<file path="config.mk">
export PLATFORM = sky130hd
export DESIGN_NAME = mem_bus_arbiter
export DESIGN_NICKNAME = d
export VERILOG_FILES = /design/src/rtl/mem_arb_pkg.sv /design/src/rtl/mem_arb_wait_cnt.sv /design/src/rtl/mem_bus_arbiter.sv
export SDC_FILE = /design/constraint.sdc
export NUM_CORES = 1
export LEC_CHECK = 0
export ABC_AREA = 1
export CAP_MARGIN = 20
export CORE_ASPECT_RATIO = 0.8
export CORE_MARGIN = 3
export CORE_UTILIZATION = 37
export CTS_CLUSTER_DIAMETER = 200
export DETAILED_ROUTE_END_ITERATION = 12
export GPL_TIMING_DRIVEN = 1
export MAX_ROUTING_LAYER = met4
export PLACE_DENSITY = 0.8
export SETUP_SLACK_MARGIN = 0.02
export SLEW_MARGIN = 40
export SYNTH_ARGS = -nofsm -noshare
export SYNTH_HDL_FRONTEND = slang
export SYNTH_HIERARCHICAL = 1
export SYNTH_SLANG_ARGS = --single-unit
export TNS_END_PERCENT = 20
</file>
<file path="constraint.sdc">
create_clock -name clk -period 2.5 [get_ports clk]
set_input_delay 0.75 -clock clk [delete_from_list [all_inputs] [get_ports clk]]
set_output_delay 0.75 -clock clk [all_outputs]
set_load 0.005 [all_outputs]
</file>
<file path="src/rtl/mem_arb_pkg.sv">
// Shared types and widths for the SRAM bus arbiter.
package mem_arb_pkg;

    localparam int ADDR_W = 16;
    localparam int DATA_W = 8;
    localparam int WAIT_W = 8;

    typedef enum logic [1:0] {
        ST_CPU    = 2'd0,
        ST_SETUP  = 2'd1,
        ST_STROBE = 2'd2,
        ST_DONE   = 2'd3
    } arb_state_t;

endpackage

</file>
<file path="src/rtl/mem_arb_wait_cnt.sv">
// Saturating wait counter with synchronous clear.
// term reports that the pending DMA request has waited long enough.
module mem_arb_wait_cnt
    import mem_arb_pkg::*;
#(
    parameter int MAX_WAIT = 8
) (
    input  logic clk,
    input  logic rst,
    input  logic inc,
    input  logic clr,
    output logic term
);

    localparam logic [WAIT_W-1:0] TERM_VAL = WAIT_W'(MAX_WAIT - 1);

    logic [WAIT_W-1:0] cnt_q;
    logic [WAIT_W-1:0] cnt_d;

    // Clear wins over increment; the count sticks at the terminal value.
    always_comb begin
        cnt_d = cnt_q;
        if (clr) begin
            cnt_d = '0;
        end else if (inc && (cnt_q != TERM_VAL)) begin
            cnt_d = cnt_q + WAIT_W'(1);
        end
    end

    // Count register.
    always_ff @(posedge clk or posedge rst) begin
        if (rst) begin
            cnt_q <= '0;
        end else begin
            cnt_q <= cnt_d;
        end
    end

    assign term = (cnt_q == TERM_VAL);

endmodule

</file>
<file path="src/rtl/mem_bus_arbiter.sv">
// Shares one asynchronous SRAM between the CPU (default owner, pass-through)
// and a DMA master that steals the bus for a fixed-length access.
//
// state  | meaning
// -------+-------------------------------------------------------------
// CPU    | CPU owns the bus, mem_* follow the CPU pins
// SETUP  | DMA address/data driven, both strobes high
// STROBE | DMA strobe low for STROBE_CYCLES cycles, read data captured last
// DONE   | strobes high, address held, dma_ack pulses
module mem_bus_arbiter
    import mem_arb_pkg::*;
#(
    parameter int STROBE_CYCLES = 1,
    parameter int MAX_WAIT      = 8
) (
    input  logic              clk,
    input  logic              rst,
    input  logic [ADDR_W-1:0] cpu_a,
    input  logic [DATA_W-1:0] cpu_wdata,
    input  logic              cpu_n_oe,
    input  logic              cpu_n_we,
    output logic [DATA_W-1:0] cpu_rdata,
    output logic              cpu_n_rdy,
    input  logic              dma_req,
    input  logic              dma_we,
    input  logic [ADDR_W-1:0] dma_a,
    input  logic [DATA_W-1:0] dma_wdata,
    output logic              dma_ack,
    output logic [DATA_W-1:0] dma_rdata,
    output logic [ADDR_W-1:0] mem_a,
    output logic [DATA_W-1:0] mem_wdata,
    input  logic [DATA_W-1:0] mem_rdata,
    output logic              mem_n_oe,
    output logic              mem_n_we,
    output logic              mem_d_oe
);

    arb_state_t        state_q, state_d;
    logic [3:0]        strb_cnt_q, strb_cnt_d;
    logic [DATA_W-1:0] rdata_q, rdata_d;
    logic              n_rdy_q, n_rdy_d;
    logic              wait_term;
    logic              grant;

    // A CPU write strobe is never cut; a busy CPU read is only preempted
    // once the request has waited out its budget.
    assign grant = (state_q == ST_CPU) && dma_req && cpu_n_we
                   && ((cpu_n_oe && cpu_n_we) || wait_term);

    mem_arb_wait_cnt #(
        .MAX_WAIT (MAX_WAIT)
    ) u_wait_cnt (
        .clk  (clk),
        .rst  (rst),
        .inc  ((state_q == ST_CPU) && dma_req && !grant),
        .clr  (grant),
        .term (wait_term)
    );

    // Next-state, strobe down-counter and DMA read capture.
    // DONE always returns to CPU, so the CPU gets at least one owned cycle.
    always_comb begin
        state_d    = state_q;
        strb_cnt_d = strb_cnt_q;
        rdata_d    = rdata_q;
        case (state_q)
            ST_CPU: begin
                if (grant) begin
                    state_d = ST_SETUP;
                end
            end
            ST_SETUP: begin
                state_d    = ST_STROBE;
                strb_cnt_d = 4'(STROBE_CYCLES - 1);
            end
            ST_STROBE: begin
                if (strb_cnt_q == 4'd0) begin
                    state_d = ST_DONE;
                    if (!dma_we) begin
                        rdata_d = mem_rdata;
                    end
                end else begin
                    strb_cnt_d = strb_cnt_q - 4'd1;
                end
            end
            ST_DONE: begin
                state_d = ST_CPU;
            end
            default: begin
                state_d = ST_CPU;
            end
        endcase
        n_rdy_d = (state_d != ST_CPU);
    end

    // Control registers; reset aborts any DMA access in flight.
    always_ff @(posedge clk or posedge rst) begin
        if (rst) begin
            state_q    <= ST_CPU;
            strb_cnt_q <= 4'd0;
            rdata_q    <= '0;
            n_rdy_q    <= 1'b0;
        end else begin
            state_q    <= state_d;
            strb_cnt_q <= strb_cnt_d;
            rdata_q    <= rdata_d;
            n_rdy_q    <= n_rdy_d;
        end
    end

    // Bus mux: CPU pass-through, or DMA address/data with a strobe only in STROBE.
    // Data stays driven through DONE so the write strobe rises with data valid.
    always_comb begin
        mem_a     = cpu_a;
        mem_wdata = cpu_wdata;
        mem_n_oe  = cpu_n_oe;
        mem_n_we  = cpu_n_we;
        mem_d_oe  = ~cpu_n_we;
        dma_ack   = 1'b0;
        if (state_q != ST_CPU) begin
            mem_a     = dma_a;
            mem_wdata = dma_wdata;
            mem_n_oe  = 1'b1;
            mem_n_we  = 1'b1;
            mem_d_oe  = dma_we;
            if (state_q == ST_STROBE) begin
                mem_n_oe = dma_we;
                mem_n_we = ~dma_we;
            end
            if (state_q == ST_DONE) begin
                dma_ack = 1'b1;
            end
        end
    end

    assign cpu_rdata = mem_rdata;
    assign cpu_n_rdy = n_rdy_q;
    assign dma_rdata = rdata_q;

endmodule

</file>
==> metrics.txt <==
status=completed; worst-path fanout max=2; largest net degree at the start of global routing=25; fin crit period=approximately 2.5 ns; worst reg2reg path startpoint=u_wait_cnt/cnt_q[0]; std cell rows=21; syn_area_per_cell=~6.9 um2; routed vias=1875; Hold Fails Final Rpt=0; Crit path max-delay family=buffers and inverters; Iteration-0 DRC Markers=approximately 110; CTS Buf Count=3; Hold Path End=dma_rdata[5]; post-route setup TNS=0 ns; Final Max Slew Viols=0; critical path arrival=1.73 ns; CP max-delay cell=clkdlybuf4s50_1; drt wl/cell=roughly 13 um; flops & latches, synth=23; Final nets=about 440; multiplexer area fraction after synthesis=0%; worst skew pair latency=around 0.27 ns; CTS tree=built; Final period util=slightly below 100%; initial antenna violation count=0; CTS sink cnt=23; Post-Syn Nets=around 320; CP Buf/Inv Count=2; simple-gate share of the synthesized area=45.8%; crit-path most repeated cell=clkdlybuf4s50_1; Post-Syn Area=between 1500 and 2000 um2; Synth Warn #=6; Finished Layout Cells=approximately 420; worst r2r path cells=13; final setup fails=0; CP Capture Type=output port; peak supply drop=about 550 uV; Worst Tran Pin Value=0.581 ns; Crit Path Class=in -> out; Hold Buf Count CTS=0; dpl cells=approximately 420; post-route ant nets=0; Worst-path clk slew=0.09 ns; hpwl dp=about 4500 um; Clock Path Buffers=2; vias in the first global route=around 1800; htree depth=1; Fin Clk Skew=around 0.00085 ns; DRT Pass-1 Iters=4; num ports=between 100 and 150; final wirelength=about 5400 um; Max stage delay on crit path=0.50 ns; Die H=around 67 um; number of max-cap violations=0; hold_sp=dma_rdata[5]; crit path cell chain=clkdlybuf4s50_1 > clkdlybuf4s50_1; distinct cell type count after synthesis=25; Starting Density=between 30% and 40%; Worst slew margin=between 60% and 70%; first-pass GRT wire length=8200 um; pwr dens=just over 900 nW/um2; core area=about 4400 um2; # DRC=0; main combinational cell family by area after synthesis=simple AND/OR/NAND/NOR gates; ant diodes=0; RSZ-0062 raised after global routing=yes; sequential area share after synthesis=33.0%; share of cells above drive strength 1=roughly an eighth; Die Area=5580 um2; Synth Area in XOR/XNOR=under 10%; P&R area growth vs syn=68.6%; compound-cell area share of the yosys netlist=under 10%; Hold Path Stages=2; PortBufs=between 100 and 150; Synth Area in Adders=around 5.7%; achievable frequency=between 0.4 and 0.5 GHz; hold_ws=around 0.48 ns; WP data required=1.75 ns; Synth Instances=about 250; Lkg Pwr=roughly 1.6 nW; clk root buf=clkbuf_8; all-layer global routing usage=19.6%; width of the die=between 80 and 90 um; Worst R2R End=u_wait_cnt/cnt_q[6]; Pwr Total=2.67 mW; RD Place Congestion=between 0.7 and 0.8; GRT overflow=0; reg-to-reg slack, setup=approximately 0.6 ns; worst slack at placement=-0.339 ns; Worst setup SP type=primary input; post-DR vias/cell=4.43; worst hold path class=reg -> reg; final worst slack=roughly 0.024 ns
[cell families after synthesis]
group,count (synthesis)
AND/OR/NAND/NOR,175
buffers and inverters,37
flip-flops,23
AO/OA/AOI/OAI,8
adder cells (fa/ha/maj),8
XOR/XNOR,3
[final cells by class]
cell class | instances | area [um2]
Clock buffer | 3 | 41.3
Clock inverter | 1 | 5.00
Fill cell | 386 | 1420
Inverter | 23 | 91.3
Multi-Input combinational cell | 194 | 987
Sequential cell | 23 | 576
Tap cell | 57 | 71.3
Timing Repair Buffer | 122 | 1170
[where the power goes]
group          internal (mW)  switching (mW)  leakage [nW]
sequential             0.519           0.113         0.294
combinational          0.898           0.901          1.24
clock                  0.111           0.126        0.0255
[placed cells by master, fill, tap and decap left out]
master / count
o21bai_1: 1
nand3_2: 2
a21oi_1: 1
ha_1: 6
clkinv_2: 1
o21ai_1: 2
o21ai_2: 1
nand2_1: 123
dfrtp_1: 23
xor2_1: 2
buf_4: 13
nor2_4: 2
nand3_1: 20
inv_1: 18
ha_2: 1
nor2_8: 3
clkdlybuf4s50_1: 70
nor2_1: 12
nand2_4: 2
nand4_1: 3
dlymetal6s2s_1: 1
inv_2: 3
dlygate4sd2_1: 35
xnor2_1: 1
clkbuf_8: 3
ha_4: 1
buf_6: 1
nor3_1: 1
buf_12: 2
o21ai_0: 3
nand2_2: 7
inv_4: 2
[metrics by stage]
| stage | util, % | area (um2) |
|---|---|---|
| global placement | 66.0 | 2880 |
| global route | 67.4 | 2940 |
| floorplan | - | 1740 |
| detailed placement | 66.0 | 2880 |
| CTS | 67.1 | 2930 |
| finish | 67.4 | 2940 |
[registers in the layout, indices dropped and copies added (netlist names)]
name / cells
dma_rdata: 8
cpu_n_rdy: 1
u_wait_cnt/cnt_q: 8
strb_cnt_q: 4
state_q: 2
[worst max-delay path by stage]
stage | slack [ns] | depth (start not counted) | from | to
floorplan | 0.63 | 6 | state_q[0] | mem_a[0]
global placement | -0.35 | 5 | dma_we | mem_n_we
detailed placement | -0.34 | 5 | dma_we | mem_n_we
CTS | -0.08 | 4 | cpu_a[7] | mem_a[7]
global route | 0.008 | 2 | mem_rdata[3] | cpu_rdata[3]
finish | 0.02 | 2 | mem_rdata[3] | cpu_rdata[3]
[timing repair]
| item | 4_1_cts | 5_1_grt |
|---|---|---|
| cloned | 0 | 0 |
| resized for setup | 43 | 3 |
| pin swaps | 1 | 0 |
| setup endpoints to repair | 34 | 3 |
| setup buffers | 2 | 1 |
[Yosys cell counts (all sizes together)]
cell type	n	share of area [%]
xnor2	1	0.50
o21bai	1	0.43
nand2	132	30
o21ai	6	1.9
ha	8	5.7
a21oi	1	0.29
xor2	2	1.0
buf	14	6.2
nor2	17	7.3
nand3	22	6.9
inv	23	5.1
dfrtp	23	33
nor3	1	0.29
nand4	3	1.1
[per-layer routing]
metal  share of wire, %  track usage (%)
met5                  0                -
met4               0.35             3.27
met3                5.1             4.67
met2                 51             32.4
met1                 43             24.7
Note: power is estimated with default switching activity, not from simulation.
